===== src/rtl/microwave_timer_ctrl.sv =====
// microwave_timer_ctrl
// Sequencing controller for a four-digit BCD cooking timer. Collects keypad
// digits into a preset, loads the preset into an external down-counter
// cascade, gates the cascade's count enable from the 1 Hz tick, and handles
// start / pause / resume / clear, the door interlock and the done indication.
//
// Ports
//   i_clk          system clock, rising edge
//   i_rst          synchronous reset, active low
//   i_key_valid    one-cycle strobe, keypad digit present
//   i_key_digit    keypad digit (values above 9 ignored)
//   i_start        one-cycle strobe, start / resume
//   i_stop         one-cycle strobe, pause
//   i_clear        one-cycle strobe, cancel and clear
//   i_door_closed  1 = door closed
//   i_tick         one-cycle pulse at count rate
//   i_cnt_zero     1 when the counter cascade reads 0000
//   o_load         load strobe to the cascade
//   o_enablen      active-low count enable to the cascade
//   o_preset       BCD value presented to the cascade, [15:12] MSD
//   o_heat_on      magnetron enable
//   o_done         cooking finished
//   o_state        FSM state for display/debug
//
// state | meaning
// IDLE  | nothing entered, preset is zero
// ENTRY | digits being collected into the preset
// RUN   | cooking, heat on, ticks decrement the cascade
// PAUSE | held count, heat off, waiting for resume
// DONE  | finished, done shown for DONE_TICKS ticks

module microwave_timer_ctrl #(
    parameter int DONE_TICKS = 3
) (
    input  logic        i_clk,
    input  logic        i_rst,
    input  logic        i_key_valid,
    input  logic [3:0]  i_key_digit,
    input  logic        i_start,
    input  logic        i_stop,
    input  logic        i_clear,
    input  logic        i_door_closed,
    input  logic        i_tick,
    input  logic        i_cnt_zero,
    output logic        o_load,
    output logic        o_enablen,
    output logic [15:0] o_preset,
    output logic        o_heat_on,
    output logic        o_done,
    output logic [2:0]  o_state
);

    localparam int CW = (DONE_TICKS > 1) ? $clog2(DONE_TICKS) : 1;

    typedef enum logic [2:0] {
        S_IDLE  = 3'd0,
        S_ENTRY = 3'd1,
        S_RUN   = 3'd2,
        S_PAUSE = 3'd3,
        S_DONE  = 3'd4
    } state_t;

    state_t          r_state;
    state_t          w_state_nxt;
    logic [15:0]     r_preset;
    logic [15:0]     w_preset_nxt;
    logic [CW-1:0]   r_done_cnt;
    logic [CW-1:0]   w_done_cnt_nxt;
    logic            w_key_ok;
    logic            w_door_open;

    assign w_key_ok    = i_key_valid && (i_key_digit <= 4'd9);
    assign w_door_open = !i_door_closed;
    assign o_state     = r_state;

    always_ff @(posedge i_clk) begin
        if (!i_rst) begin
            r_state    <= S_IDLE;
            r_preset   <= 16'h0000;
            r_done_cnt <= '0;
        end else begin
            r_state    <= w_state_nxt;
            r_preset   <= w_preset_nxt;
            r_done_cnt <= w_done_cnt_nxt;
        end
    end

    always_comb begin
        w_state_nxt    = r_state;
        w_preset_nxt   = r_preset;
        w_done_cnt_nxt = r_done_cnt;
        o_load         = 1'b0;
        o_enablen      = 1'b1;
        o_preset       = r_preset;
        o_heat_on      = 1'b0;
        o_done         = 1'b0;

        case (r_state)
            S_IDLE, S_ENTRY: begin
                if (i_clear) begin
                    w_preset_nxt = 16'h0000;
                    w_state_nxt  = S_IDLE;
                end else if (i_start && i_door_closed && (r_preset != 16'h0000)) begin
                    // counters capture o_preset on the same edge we enter RUN
                    o_load      = 1'b1;
                    w_state_nxt = S_RUN;
                end else if (w_key_ok) begin
                    w_preset_nxt = {r_preset[11:0], i_key_digit};
                    w_state_nxt  = S_ENTRY;
                end
            end

            S_RUN: begin
                o_heat_on = 1'b1;
                // a tick at zero must not decrement, otherwise the cascade wraps to 9999
                o_enablen = !(i_tick && !i_cnt_zero && !i_stop && i_door_closed && !i_clear);
                if (i_clear) begin
                    o_load       = 1'b1;
                    o_preset     = 16'h0000;
                    w_preset_nxt = 16'h0000;
                    w_state_nxt  = S_IDLE;
                end else if (i_stop || w_door_open) begin
                    w_state_nxt = S_PAUSE;
                end else if (i_cnt_zero) begin
                    w_done_cnt_nxt = '0;
                    w_state_nxt    = S_DONE;
                end
            end

            S_PAUSE: begin
                if (i_clear) begin
                    o_load       = 1'b1;
                    o_preset     = 16'h0000;
                    w_preset_nxt = 16'h0000;
                    w_state_nxt  = S_IDLE;
                end else if (i_stop || w_door_open) begin
                    w_state_nxt = S_PAUSE;
                end else if (i_start) begin
                    w_state_nxt = S_RUN;
                end
            end

            S_DONE: begin
                o_done = 1'b1;
                if (i_clear || i_stop || w_door_open || i_start) begin
                    w_preset_nxt = 16'h0000;
                    w_state_nxt  = S_IDLE;
                end else if (i_tick) begin
                    if (r_done_cnt == CW'(DONE_TICKS - 1)) begin
                        w_preset_nxt   = 16'h0000;
                        w_done_cnt_nxt = '0;
                        w_state_nxt    = S_IDLE;
                    end else begin
                        w_done_cnt_nxt = r_done_cnt + CW'(1);
                    end
                end
            end

            default: begin
                w_preset_nxt   = 16'h0000;
                w_done_cnt_nxt = '0;
                w_state_nxt    = S_IDLE;
            end
        endcase
    end

endmodule


===== config.mk =====
export PLATFORM = sky130hd
export DESIGN_NAME = microwave_timer_ctrl
export DESIGN_NICKNAME = d
export VERILOG_FILES = /design/src/rtl/microwave_timer_ctrl.sv
export SDC_FILE = /design/constraint.sdc
export NUM_CORES = 1
export LEC_CHECK = 0
export BUFFER_PORTS_ARGS = -buffer_cell sky130_fd_sc_hd__buf_2
export CAP_MARGIN = 10
export CELL_PAD_IN_SITES_DETAIL_PLACEMENT = 0
export CELL_PAD_IN_SITES_GLOBAL_PLACEMENT = 1
export CORE_MARGIN = 2
export CORE_UTILIZATION = 25
export CTS_CLUSTER_DIAMETER = 50
export CTS_CLUSTER_SIZE = 24
export DETAILED_ROUTE_END_ITERATION = 8
export GPL_ROUTABILITY_DRIVEN = 0
export GPL_TIMING_DRIVEN = 0
export PLACE_DENSITY_LB_ADDON = 0.3
export RECOVER_POWER = 100
export SKIP_LAST_GASP = 1
export SLEW_MARGIN = 30
export SYNTH_ARGS = -nofsm -noshare
export SYNTH_HDL_FRONTEND = slang
export SYNTH_SLANG_ARGS = --single-unit

===== constraint.sdc =====
create_clock -name i_clk -period 2.5 [get_ports i_clk]
set_clock_uncertainty 0.1 [all_clocks]
set_input_delay 0 -clock i_clk [delete_from_list [all_inputs] [get_ports i_clk]]
set_output_delay 0 -clock i_clk [all_outputs]
set_load 0.005 [all_outputs]

==> flow_summary_export.csv <==
group,metric,value,unit
status,status,"completed",
yosys,ys_ff_latch,21,
hold_path,min-delay-start,"i_door_closed",
yosys,ys_warn_count,0,
clock_network,clockRootBuffer,"clkbuf_8",
setup_path,reg2reg_to,"o_state[2]$_SDFFE_PN0P_",
yosys,synth_edf_count,0,
clock_network,clk_latency,0.26,ns
setup_path,critPathKind,"input port to register",
die,die_h,69.34,um
die,die_w,69.34,um
setup_path,critPathBufInv,3,
yosys,ys_async_sr_fraction,0,%
placed_design,hpwl,2080,um
timing,final_max_slew_viol_count,0,
timing,fin_crit,2.266,ns
layout,multi_input_area,586.8,um2
placed_design,port_buffers,35,
clock_network,cts.clk_slew.worst_paths,0.08,ns
global_routing,antenna_found_initial,0,
detailed_routing,dr.pass1.iters,4,
die,initial_core_util,26.30,%
power,power_density,484.9,nW/um2
global_routing,grt_pass1_vias,980,
power,combPwrFrac,13.5,%
setup_path,crit_chain,"dlygate4sd3_1, clkbuf_1, or4b_4, o41ai_2, o21ai_0, a21boi_2, buf_4, a22o_1",
detailed_routing,ant_nets,0,
detailed_routing,wire_per_inst,13.51,um
setup_path,arrival,2.38,ns
die,fp-row-count,23,
yosys,synth_ff_type,"dfxtp_1",
die,dieArea,4808,um2
setup_path,critPathTopFamily,"compound AO/OA/AOI/OAI gates",
global_routing,grt.overflow.total,0,
detailed_routing,drt_iter0_drc,43,
power,sequentialPowerShare,52.0,%
clock_network,cts_inserted_buffers,3,
detailed_routing,routed_wirelength,2810,um
power,peakVddDrop,0.1755,mV
setup_path,reg2reg_depth,6,
setup_path,slowest_delay,0.55,ns
layout,fin_nets,172,
detailed_routing,vias,977,
detailed_routing,via_per_inst,4.697,
yosys,synth.distinct_cells,35,
yosys,syn_area,1067,um2
setup_path,critPathLaunch,"i_stop",
layout,syn2layout_area_growth,30.83,%
timing,worst_pin_slew,0.5689,ns
timing,rsz0062_at_grt,"false",
layout,diodes,0,
flow_run,maxCapViolations,0,
power,p_sw_share,26.26,%
setup_path,crit_required,2.62,ns
clock_network,h-tree-depth,1,
clock_network,ctsLongestPathBuffers,2,
setup_path,crit_path_end_kind,"register",
hold_path,holdPathEnd,"o_state[0]$_SDFFE_PN0P_",
timing,max_freq,441.3,MHz
yosys,ys_seq_area_share,39.39,%
timing,finalHoldViolations,0,
yosys,avgSynthCellArea,9.445,um2
hold_path,hold_class,"input port to register",
timing,setup_viol,0,
layout,final_util,34.41,%
power,p_int,0.0004993,W
layout,seqCellArea,420.4,um2
layout,drive_above_1_share,26.58,%
clock_network,cts_tree,"done",
setup_path,cp-start-kind,"input port",
global_routing,grt_pass1_wl,4678,um
setup_path,cp_max_fo,10,
timing,fin_crit_sh,90.64,%
yosys,synthesis.nets,126,
global_routing,grt_start_max_net_pins,14,
timing,timing.slew.headroom,61.85,%
die,io_pins,36,
die,coreArea,4058,um2
power,p_switching,0.0001778,W
power,p_clk_share,34.5,%
setup_path,timing.rr.start,"o_state[1]$_SDFFE_PN0P_",
layout,fillers,425,
detailed_routing,drc,0,
clock_network,clkSinkCount,21,
hold_path,holdPathStages,4,
yosys,syn_inst,113,
power,p_leak,0.5726,nW
timing,setup-tns-final,0,ns
global_routing,grt_usage,12.00,%
setup_path,slowest_stage,"or4b_4",
setup_path,reg2reg_slack,0.46,ns
==> kinds of logic after synthesis <==
| group | count (synthesis) | synth area share (%) |
|---|---|---|
| buffers and inverters | 9 | 5.626 |
| AO/OA/AOI/OAI | 32 | 24.50 |
| multiplexers | 3 | 2.814 |
| AND/OR/NAND/NOR | 48 | 27.67 |
| flip-flops | 21 | 39.39 |
==> flip-flops by register name, indices dropped and copies added (netlist names) <==
name / cells
r_done_cnt: 2
r_preset: 16
o_state: 3
==> layer usage <==
metal / global-route usage, % / up-vias / part of all wire [%]
met5: 0 / - / 0
met4: 5.882 / 0 / 2.0
met3: 2.035 / 4 / 2.3
met2: 19.23 / 18 / 47
met1: 15.54 / 447 / 48
li1: - / 508 / -
==> how the worst max path moves through the flow <==
stage                                endpoint  slack [ns]  cells after the start
global placement    r_preset[10]$_SDFFE_PN0P_        0.51                      6
finish               r_preset[0]$_SDFFE_PN0P_        0.23                      8
global route         r_preset[1]$_SDFFE_PN0P_        0.08                      8
detailed placement   r_preset[0]$_SDFFE_PN0P_        0.50                      7
floorplan           r_preset[10]$_SDFFE_PN0P_        0.77                      7
CTS                  r_preset[0]$_SDFFE_PN0P_        0.26                      8
==> cells in the final DEF, fill, tap and decap left out, types with 6 or more instances in the layout <==
cell type | synthesis | final
a22o_1 | 10 | 10
dlygate4sd3_1 | 0 | 6
o21ai_0 | 5 | 6
clkbuf_1 | 2 | 14
dfxtp_1 | 21 | 21
nand2_1 | 8 | 8
a22o_2 | 6 | 6
and2_0 | 0 | 6
buf_2 | 0 | 23
and2_1 | 16 | 10
==> through the flow <==
stage / power [W] / cell area [um2] / setup WS (ns) / hold slack, ns / instances
CTS: 0.0006921 / 1414 / 0.2635 / 0.03251 / 208
global route: 0.0007168 / 1396 / 0.08016 / 0.05723 / 208
detailed placement: 0.0004473 / 1305 / 0.4964 / 0.1254 / 198
floorplan: 0.0004091 / 1067 / 0.7656 / -0.05903 / 113
finish: 0.0006771 / 1396 / 0.2340 / 0.03429 / 208
global placement: 0.0004454 / 1305 / 0.5123 / 0.1112 / 198
==> worst min-delay path, cell delays in order <==
cell and delay, ns:
buf_2 0.10, nand3b_1 0.08, o2111ai_1 0.10, mux2i_1 0.07
==> layout make-up <==
| class | count | area share, % |
|---|---|---|
| clock buffer | 3 | 2.957 |
| tap | 50 | 4.480 |
| multi-input combinational | 83 | 42.03 |
| sequential | 21 | 30.11 |
| clock inverter | 1 | 0.5376 |
| buffer | 6 | 3.226 |
| inverter | 3 | 0.8065 |
| timing repair buffer | 41 | 15.86 |
==> synthesized netlist by cell type (3+ instances only) <==
| library cell | count | area [um2] |
|---|---|---|
| nor2b_1 | 4 | 25.02 |
| inv_1 | 3 | 11.26 |
| mux2i_1 | 3 | 30.03 |
| nand2_1 | 8 | 30.03 |
| nor4_1 | 5 | 31.28 |
| and2_1 | 16 | 100.1 |
| dfxtp_1 | 21 | 420.4 |
| a22o_2 | 6 | 60.06 |
| o21ai_0 | 5 | 25.02 |
| a22o_1 | 10 | 87.58 |
==> power groups by stage <==
stage / logic, W / clock network, W / registers (W)
2_1_floorplan: 0.0000524 / 0 / 0.000357
3_3_place_gp: 0.0000864 / 0 / 0.000359
3_5_place_dp: 0.0000877 / 0 / 0.000360
4_1_cts: 0.0000952 / 0.000245 / 0.000352
5_1_grt: 0.000102 / 0.000262 / 0.000353
6_report: 0.0000917 / 0.000234 / 0.000352
==> what timing repair did <==
item	4_1_cts	5_1_grt
hold endpoints to repair	9	0
hold buffers	6	0
gates resized for setup	0	0
endpoints found under the setup margin	0	0
setup buffers	0	0
Note: power is estimated with default switching activity, not from simulation.
